==> src/rtl/tetris_pkg.sv <==
// rtl/tetris_pkg.sv - shared command and piece types for the tetris datapath
package tetris_pkg;

    typedef logic [1:0] command_t;

    typedef enum logic [2:0] {
        HERO           = 3'd0,
        SMASH_BOY      = 3'd1,
        TEEWEE         = 3'd2,
        ORANGE_RICKY   = 3'd3,
        BLUE_RICKY     = 3'd4,
        RHODE_ISLAND_Z = 3'd5,
        CLEVELAND_Z    = 3'd6
    } active_piece_t;

    // Select code 7 has no piece of its own and falls back to HERO.
    function automatic active_piece_t decode_piece(input logic [2:0] sel);
        active_piece_t piece;
        case (sel)
            3'd1:    piece = SMASH_BOY;
            3'd2:    piece = TEEWEE;
            3'd3:    piece = ORANGE_RICKY;
            3'd4:    piece = BLUE_RICKY;
            3'd5:    piece = RHODE_ISLAND_Z;
            3'd6:    piece = CLEVELAND_Z;
            default: piece = HERO;
        endcase
        return piece;
    endfunction

endpackage

==> src/rtl/move_fifo.sv <==
// rtl/move_fifo.sv - synchronous FIFO holding queued player moves
module move_fifo #(
    parameter int DEPTH = 4,
    parameter int WIDTH = 2
) (
    input  logic                     clk,
    input  logic                     reset,
    input  logic                     push_i,
    input  logic [WIDTH-1:0]         push_data_i,
    input  logic                     pop_i,
    output logic [WIDTH-1:0]         pop_data_o,
    output logic                     full_o,
    output logic                     empty_o,
    output logic [$clog2(DEPTH):0]   count_o
);

    localparam int AW = $clog2(DEPTH);

    logic [WIDTH-1:0] mem_q [DEPTH];
    logic [AW-1:0]    wr_ptr_q, rd_ptr_q;
    logic [AW:0]      count_q;
    logic             do_push, do_pop;

    assign empty_o    = (count_q == '0);
    assign full_o     = (count_q == (AW+1)'(DEPTH));
    assign count_o    = count_q;
    assign pop_data_o = mem_q[rd_ptr_q];

    // A push into a full queue still lands when the head leaves in the same cycle.
    assign do_pop  = pop_i && !empty_o;
    assign do_push = push_i && (!full_o || do_pop);

    always_ff @(posedge clk) begin
        if (do_push) begin
            mem_q[wr_ptr_q] <= push_data_i;
        end
    end

    always_ff @(posedge clk) begin
        if (reset) begin
            wr_ptr_q <= '0;
            rd_ptr_q <= '0;
            count_q  <= '0;
        end else begin
            if (do_push) begin
                wr_ptr_q <= wr_ptr_q + 1'b1;
            end
            if (do_pop) begin
                rd_ptr_q <= rd_ptr_q + 1'b1;
            end
            if (do_push && !do_pop) begin
                count_q <= count_q + 1'b1;
            end else if (do_pop && !do_push) begin
                count_q <= count_q - 1'b1;
            end
        end
    end

endmodule

==> src/rtl/move_scheduler.sv <==
// rtl/move_scheduler.sv - arbitrates SPI move bytes and gravity ticks into one command stream
module move_scheduler
    import tetris_pkg::*;
#(
    parameter int FIFO_DEPTH            = 4,
    parameter int TELEMETRY_VALUE_WIDTH = 8
) (
    input  logic                             clk,
    input  logic                             reset,
    input  logic [7:0]                       spi_data,
    input  logic                             spi_data_valid,
    output logic                             spi_clear,
    input  logic                             game_tick,
    output logic                             cmd_valid,
    input  logic                             cmd_ready,
    output logic                             cmd_is_gravity,
    output command_t                         cmd_move,
    output active_piece_t                    new_piece,
    output logic [$clog2(FIFO_DEPTH):0]      fifo_count,
    output logic [TELEMETRY_VALUE_WIDTH-1:0] overflow_count,
    output logic [TELEMETRY_VALUE_WIDTH-1:0] missed_tick_count
);

    typedef enum logic [1:0] {
        IDLE,
        OFFER_GRAVITY,
        OFFER_MOVE
    } state_t;

    localparam logic [TELEMETRY_VALUE_WIDTH-1:0] TEL_MAX = '1;

    state_t                             state_q, state_d;
    logic                               prev_valid_q;
    logic                               spi_clear_q;
    active_piece_t                      new_piece_q, new_piece_d;
    logic                               tick_pending_q, tick_pending_d;
    logic [TELEMETRY_VALUE_WIDTH-1:0]   overflow_q, overflow_d;
    logic [TELEMETRY_VALUE_WIDTH-1:0]   missed_q, missed_d;
    logic                               cmd_is_gravity_q, cmd_is_gravity_d;
    command_t                           cmd_move_q, cmd_move_d;

    logic     capture, push, pop, xfer, gravity_xfer;
    logic     fifo_full, fifo_empty;
    command_t fifo_head;
    logic     unused_reserved;

    assign unused_reserved = ^spi_data[7:6];

    assign capture      = spi_data_valid && !prev_valid_q;
    assign push         = capture && spi_data[5];
    assign cmd_valid    = (state_q != IDLE);
    assign xfer         = cmd_valid && cmd_ready;
    assign pop          = xfer && (state_q == OFFER_MOVE);
    assign gravity_xfer = xfer && (state_q == OFFER_GRAVITY);

    move_fifo #(
        .DEPTH (FIFO_DEPTH),
        .WIDTH ($bits(command_t))
    ) u_move_fifo (
        .clk         (clk),
        .reset       (reset),
        .push_i      (push),
        .push_data_i (spi_data[1:0]),
        .pop_i       (pop),
        .pop_data_o  (fifo_head),
        .full_o      (fifo_full),
        .empty_o     (fifo_empty),
        .count_o     (fifo_count)
    );

    // The payload is latched on leaving IDLE so it cannot change while offered.
    always_comb begin
        state_d          = state_q;
        cmd_is_gravity_d = cmd_is_gravity_q;
        cmd_move_d       = cmd_move_q;
        case (state_q)
            IDLE: begin
                if (tick_pending_q) begin
                    state_d          = OFFER_GRAVITY;
                    cmd_is_gravity_d = 1'b1;
                end else if (!fifo_empty) begin
                    state_d          = OFFER_MOVE;
                    cmd_is_gravity_d = 1'b0;
                    cmd_move_d       = fifo_head;
                end
            end
            OFFER_GRAVITY, OFFER_MOVE: begin
                if (cmd_ready) begin
                    state_d = IDLE;
                end
            end
            default: state_d = IDLE;
        endcase
    end

    always_comb begin
        new_piece_d    = new_piece_q;
        overflow_d     = overflow_q;
        missed_d       = missed_q;
        tick_pending_d = gravity_xfer ? game_tick : (tick_pending_q || game_tick);
        if (capture) begin
            new_piece_d = decode_piece(spi_data[4:2]);
        end
        if (push && fifo_full && !pop && (overflow_q != TEL_MAX)) begin
            overflow_d = overflow_q + 1'b1;
        end
        if (game_tick && tick_pending_q && !gravity_xfer && (missed_q != TEL_MAX)) begin
            missed_d = missed_q + 1'b1;
        end
    end

    always_ff @(posedge clk) begin
        if (reset) begin
            state_q          <= IDLE;
            prev_valid_q     <= 1'b1;
            spi_clear_q      <= 1'b0;
            new_piece_q      <= HERO;
            tick_pending_q   <= 1'b0;
            overflow_q       <= '0;
            missed_q         <= '0;
            cmd_is_gravity_q <= 1'b0;
            cmd_move_q       <= '0;
        end else begin
            state_q          <= state_d;
            prev_valid_q     <= spi_data_valid;
            spi_clear_q      <= capture;
            new_piece_q      <= new_piece_d;
            tick_pending_q   <= tick_pending_d;
            overflow_q       <= overflow_d;
            missed_q         <= missed_d;
            cmd_is_gravity_q <= cmd_is_gravity_d;
            cmd_move_q       <= cmd_move_d;
        end
    end

    assign spi_clear         = spi_clear_q;
    assign new_piece         = new_piece_q;
    assign cmd_is_gravity    = cmd_is_gravity_q;
    assign cmd_move          = cmd_move_q;
    assign overflow_count    = overflow_q;
    assign missed_tick_count = missed_q;

endmodule

==> config.mk <==
export PLATFORM = sky130hd
export DESIGN_NAME = move_scheduler
export DESIGN_NICKNAME = d
export VERILOG_FILES = /design/src/rtl/tetris_pkg.sv /design/src/rtl/move_fifo.sv /design/src/rtl/move_scheduler.sv
export SDC_FILE = /design/constraint.sdc
export NUM_CORES = 1
export LEC_CHECK = 0
export CAP_MARGIN = 15
export CELL_PAD_IN_SITES_DETAIL_PLACEMENT = 2
export CELL_PAD_IN_SITES_GLOBAL_PLACEMENT = 2
export CORE_MARGIN = 3
export CORE_UTILIZATION = 35
export CTS_BUF_LIST = sky130_fd_sc_hd__clkbuf_8
export DETAILED_ROUTE_END_ITERATION = 7
export PLACE_DENSITY = 0.83
export SYNTH_ARGS = -nofsm -noshare
export SYNTH_HDL_FRONTEND = slang
export SYNTH_SLANG_ARGS = --single-unit
==> constraint.sdc <==
create_clock -name clk -period 6.8 [get_ports clk]
set_input_delay 1.7 -clock clk [delete_from_list [all_inputs] [get_ports clk]]
set_output_delay 1.7 -clock clk [all_outputs]
set_load 0.005 [all_outputs]
==> results.json <==
{
  "syn_area_um2": 1980,
  "timing.final.max_slew_violations": 0,
  "cts_max_path_buffers": 2,
  "start_util_pct": 37.3,
  "chipHeight_um": 81.2,
  "fillerInstances": 573,
  "number_of_sinks_driven_by_the_clock_tree": 42,
  "dr.pass1.iters": 4,
  "worst_ep_arrival_time_ns": 4.33,
  "drc": 0,
  "synthesis.area_per_instance_um2": 9.61,
  "synth_cell_type_count": 43,
  "globalRouteOverflowTotal": 0,
  "status": "complete, no violations",
  "tritoncts": "yes",
  "worst_ir_drop_vdd_mv": 0.0770,
  "dp_hpwl_um": 3840,
  "postRouteAntennaNets": 0,
  "internal_power_mw": 0.364,
  "gp_congestion": 0.718,
  "grt_setup_unrepaired": "false",
  "grt_util_all_layers_pct": 18.4,
  "synth_flop_cell": "sky130_fd_sc_hd__dfxtp_1",
  "min-delay-path-class": "flop to flop",
  "max_cap_viol_count": 0,
  "postSynthNetCount": 230,
  "setup_slack_ns": 2.70,
  "layout.area.seq_um2": 921,
  "worst-endpoint-required_ns": 7.02,
  "post_cts_buffers": 0,
  "grt_first_pass_wirelength_um": 9320,
  "maxSlewHeadroom_pct": 56.2,
  "floorplan.die_area_um2": 6590,
  "grt_antenna_before_repair": 0,
  "grt_max_degree": 35,
  "pwr-share-clk_pct": 35.0,
  "insertion_delay_of_the_later_clocked_pin_in_the_worst_skew_pair_ns": 0.30,
  "pwr-share-seq_pct": 54.6,
  "ctsRootBufferMaster": "sky130_fd_sc_hd__clkbuf_8",
  "timing.final.crit_share_pct": 60.3,
  "totalNegativeSetupSlack_ns": 0,
  "final_report_hold_violation_count": 0,
  "dpl_worst_slack_ns": 2.41,
  "synth.ff_latch_count": 42,
  "crit_fanout": 7,
  "synth.top_cells.by_area": "sky130_fd_sc_hd__dfxtp_1 34%, sky130_fd_sc_hd__edfxtp_1 12%, sky130_fd_sc_hd__ha_1 6.3%",
  "wirelength_um": 5390,
  "edff_count_synth": 8,
  "synth-async-reset-ratio_pct": 0,
  "antenna-diode-count": 0,
  "detailed_place.area_um2": 2420,
  "worst_hold_path.num_cells": 2,
  "final_layout_size_suffix_gt1_share_pct": 6.12,
  "die-width_um": 81.2,
  "synth-warning-count": 0,
  "cts-resized-gates": 0,
  "critPathSlowestCell": "sky130_fd_sc_hd__a31oi_1",
  "pin_slew_with_the_least_headroom_to_its_limit_ns": 0.654,
  "route.detailed.vias_per_inst": 5.37,
  "worstSetupEndpointType": "flop",
  "reported_net_switching_power_mw": 0.120,
  "post-synth-top-area-cell": "sky130_fd_sc_hd__dfxtp_1",
  "postLayoutCoreUtil_pct": 47.4,
  "max_freq_mhz": 244,
  "critPathLaunchType": "input port",
  "finalClockSkew_ns": 0.00768,
  "multi_input_comb_area_um2": 981,
  "core_box_area_um2": 5300,
  "clkSlewWorstSetupHoldPaths_ns": 0.08,
  "netSwitchingFraction_pct": 24.8,
  "worst-r2r-cell-count": 10,
  "cp_slowest_stage_delay_ns": 0.56,
  "row_count": 26,
  "yosysSeqAreaShare_pct": 46.5,
  "p_leak_nw": 0.871,
  "nNetsFinal": 268,
  "criticalPathCategory": "input port to flop",
  "power_density_nw_per_um2": 193,
  "crit_chain": "clkdlybuf4s50_1 > nand3b_1 > a31oi_1 > ha_1 > inv_1 > fa_1 > xor2_1 > or3_1 > a21oi_1",
  "portBuffers": 37,
  "synth_top_cell_area_share_pct": 34.4,
  "finalSetupViolCount": 0,
  "cts.hold.buffers_added": 0,
  "boundaryPins": 40,
  "dr_total_vias": 1693,
  "cts_htree_levels": 2,
  "area_growth_pct": 26.9,
  "drtIter0Drc": 63,
  "first_global_vias": 1860,
  "power_frac_comb_pct": 10.5,
  "timing.final.crit_period_ns": 4.10,
  "final_area_um2": 2510,
  "detail_route.wl_per_cell_um": 17.1,
  "tritoncts.num_buffers": 5,
  "post_synth_inst_count": 206
}
-- cells in the mapped netlist (all sizes together), types with 2 or more instances --
cell type  number
or3b            2
and3b           2
o21ai           5
or2             2
and4            2
and2            4
buf             2
a211oi          2
nor4            4
o21a            2
nor3            5
nand3b          3
a21oi          18
xor2            4
mux2i           4
or3             6
o31ai           6
inv            12
mux4            2
clkbuf          6
o31a            2
a31oi           2
edfxtp          8
nand2b          2
or4             4
ha             10
nand2          14
dfxtp          34
nand3          10
nor2           14
-- per-stage QoR --
step | cells | total power, mW | hold slack (ns)
finish | 315 | 0.484 | 0.458
global route | 315 | 0.511 | 0.492
CTS | 315 | 0.489 | 0.464
detailed placement | 307 | 0.319 | 0.453
global placement | 307 | 0.316 | 0.440
floorplan | 206 | 0.294 | 0.448
-- cells by family (layout without fill, tap and decap cells) --
| group | count (synthesis) | in the layout | synth area share, % |
|---|---|---|---|
| AOI/OAI and AO/OA | 41 | 41 | 12.9 |
| xor gates and xnor gates | 5 | 5 | 2.21 |
| adders and majority gates | 11 | 11 | 7.33 |
| buffers and inverters | 20 | 59 | 3.92 |
| DFF | 42 | 42 | 46.5 |
| muxes | 6 | 6 | 4.30 |
| and+or+nand+nor | 81 | 81 | 22.8 |
-- registers in the layout, indices dropped and copies added (netlist names), 2 cells and up --
register / count
u_move_fifo.mem_q: 8
u_move_fifo.wr_ptr_q: 2
missed_tick_count: 8
overflow_count: 8
u_move_fifo.count_o: 3
new_piece: 3
state_q: 2
cmd_move: 2
u_move_fifo.rd_ptr_q: 2
-- layer usage --
layer / routed length, µm / part of all wire, % / vias up / global-route usage, %
met4: 68 / 1.3 / 0 / 5.91
met3: 146 / 2.7 / 7 / 3.33
li1: - / - / 820 / -
met2: 2780 / 52 / 28 / 33.1
met1: 2390 / 44 / 838 / 22.1
met5: 0 / 0 / - / 0
-- layout make-up --
| cell class | instances | area share, % |
|---|---|---|
| clock buffers | 6 | 3.29 |
| clock inverters | 2 | 0.349 |
| inverters | 12 | 1.79 |
| multi-input cells | 144 | 39.1 |
| well taps | 70 | 3.49 |
| flip-flops and latches | 42 | 36.7 |
| repair buffers | 39 | 15.3 |
-- critical path, delay by kind of cell --
family          cells  cell delay, ns
compound gates      2            0.71
xor+xnor            1            0.19
fa+ha+maj           2            0.69
buf+inv             2            0.62
simple gates        2            0.41
-- path summary, 6_finish.rpt --
check                                   from                      to  slack [ns]
worst max-delay path               cmd_ready  u_move_fifo.count_o[2]        2.70
worst min-delay path            new_piece[2]            new_piece[2]        0.46
worst max register to register    state_q[1]  u_move_fifo.count_o[2]        3.77
worst min register to register  new_piece[2]            new_piece[2]        0.46
-- layout by cell type (no fill, tap or decap), types with 6 or more instances in the layout --
cell                              instances
sky130_fd_sc_hd__clkdlybuf4s50_1         37
sky130_fd_sc_hd__dfxtp_1                 34
sky130_fd_sc_hd__a21oi_1                 18
sky130_fd_sc_hd__nor2_1                  14
sky130_fd_sc_hd__nand2_1                 14
sky130_fd_sc_hd__inv_1                   13
sky130_fd_sc_hd__nand3_1                 10
sky130_fd_sc_hd__ha_1                    10
sky130_fd_sc_hd__edfxtp_1                 8
sky130_fd_sc_hd__or3_1                    6
sky130_fd_sc_hd__o31ai_1                  6
sky130_fd_sc_hd__clkbuf_8                 6
-- power by group through the flow --
stage          logic, mW  registers [mW]  clock network (mW)
2_1_floorplan     0.0254           0.269                   0
3_3_place_gp      0.0467           0.270                   0
3_5_place_dp      0.0494           0.270                   0
4_1_cts           0.0517           0.264               0.173
5_1_grt           0.0570           0.265               0.189
6_report          0.0506           0.264               0.169
(Power assumes the default switching activity.)
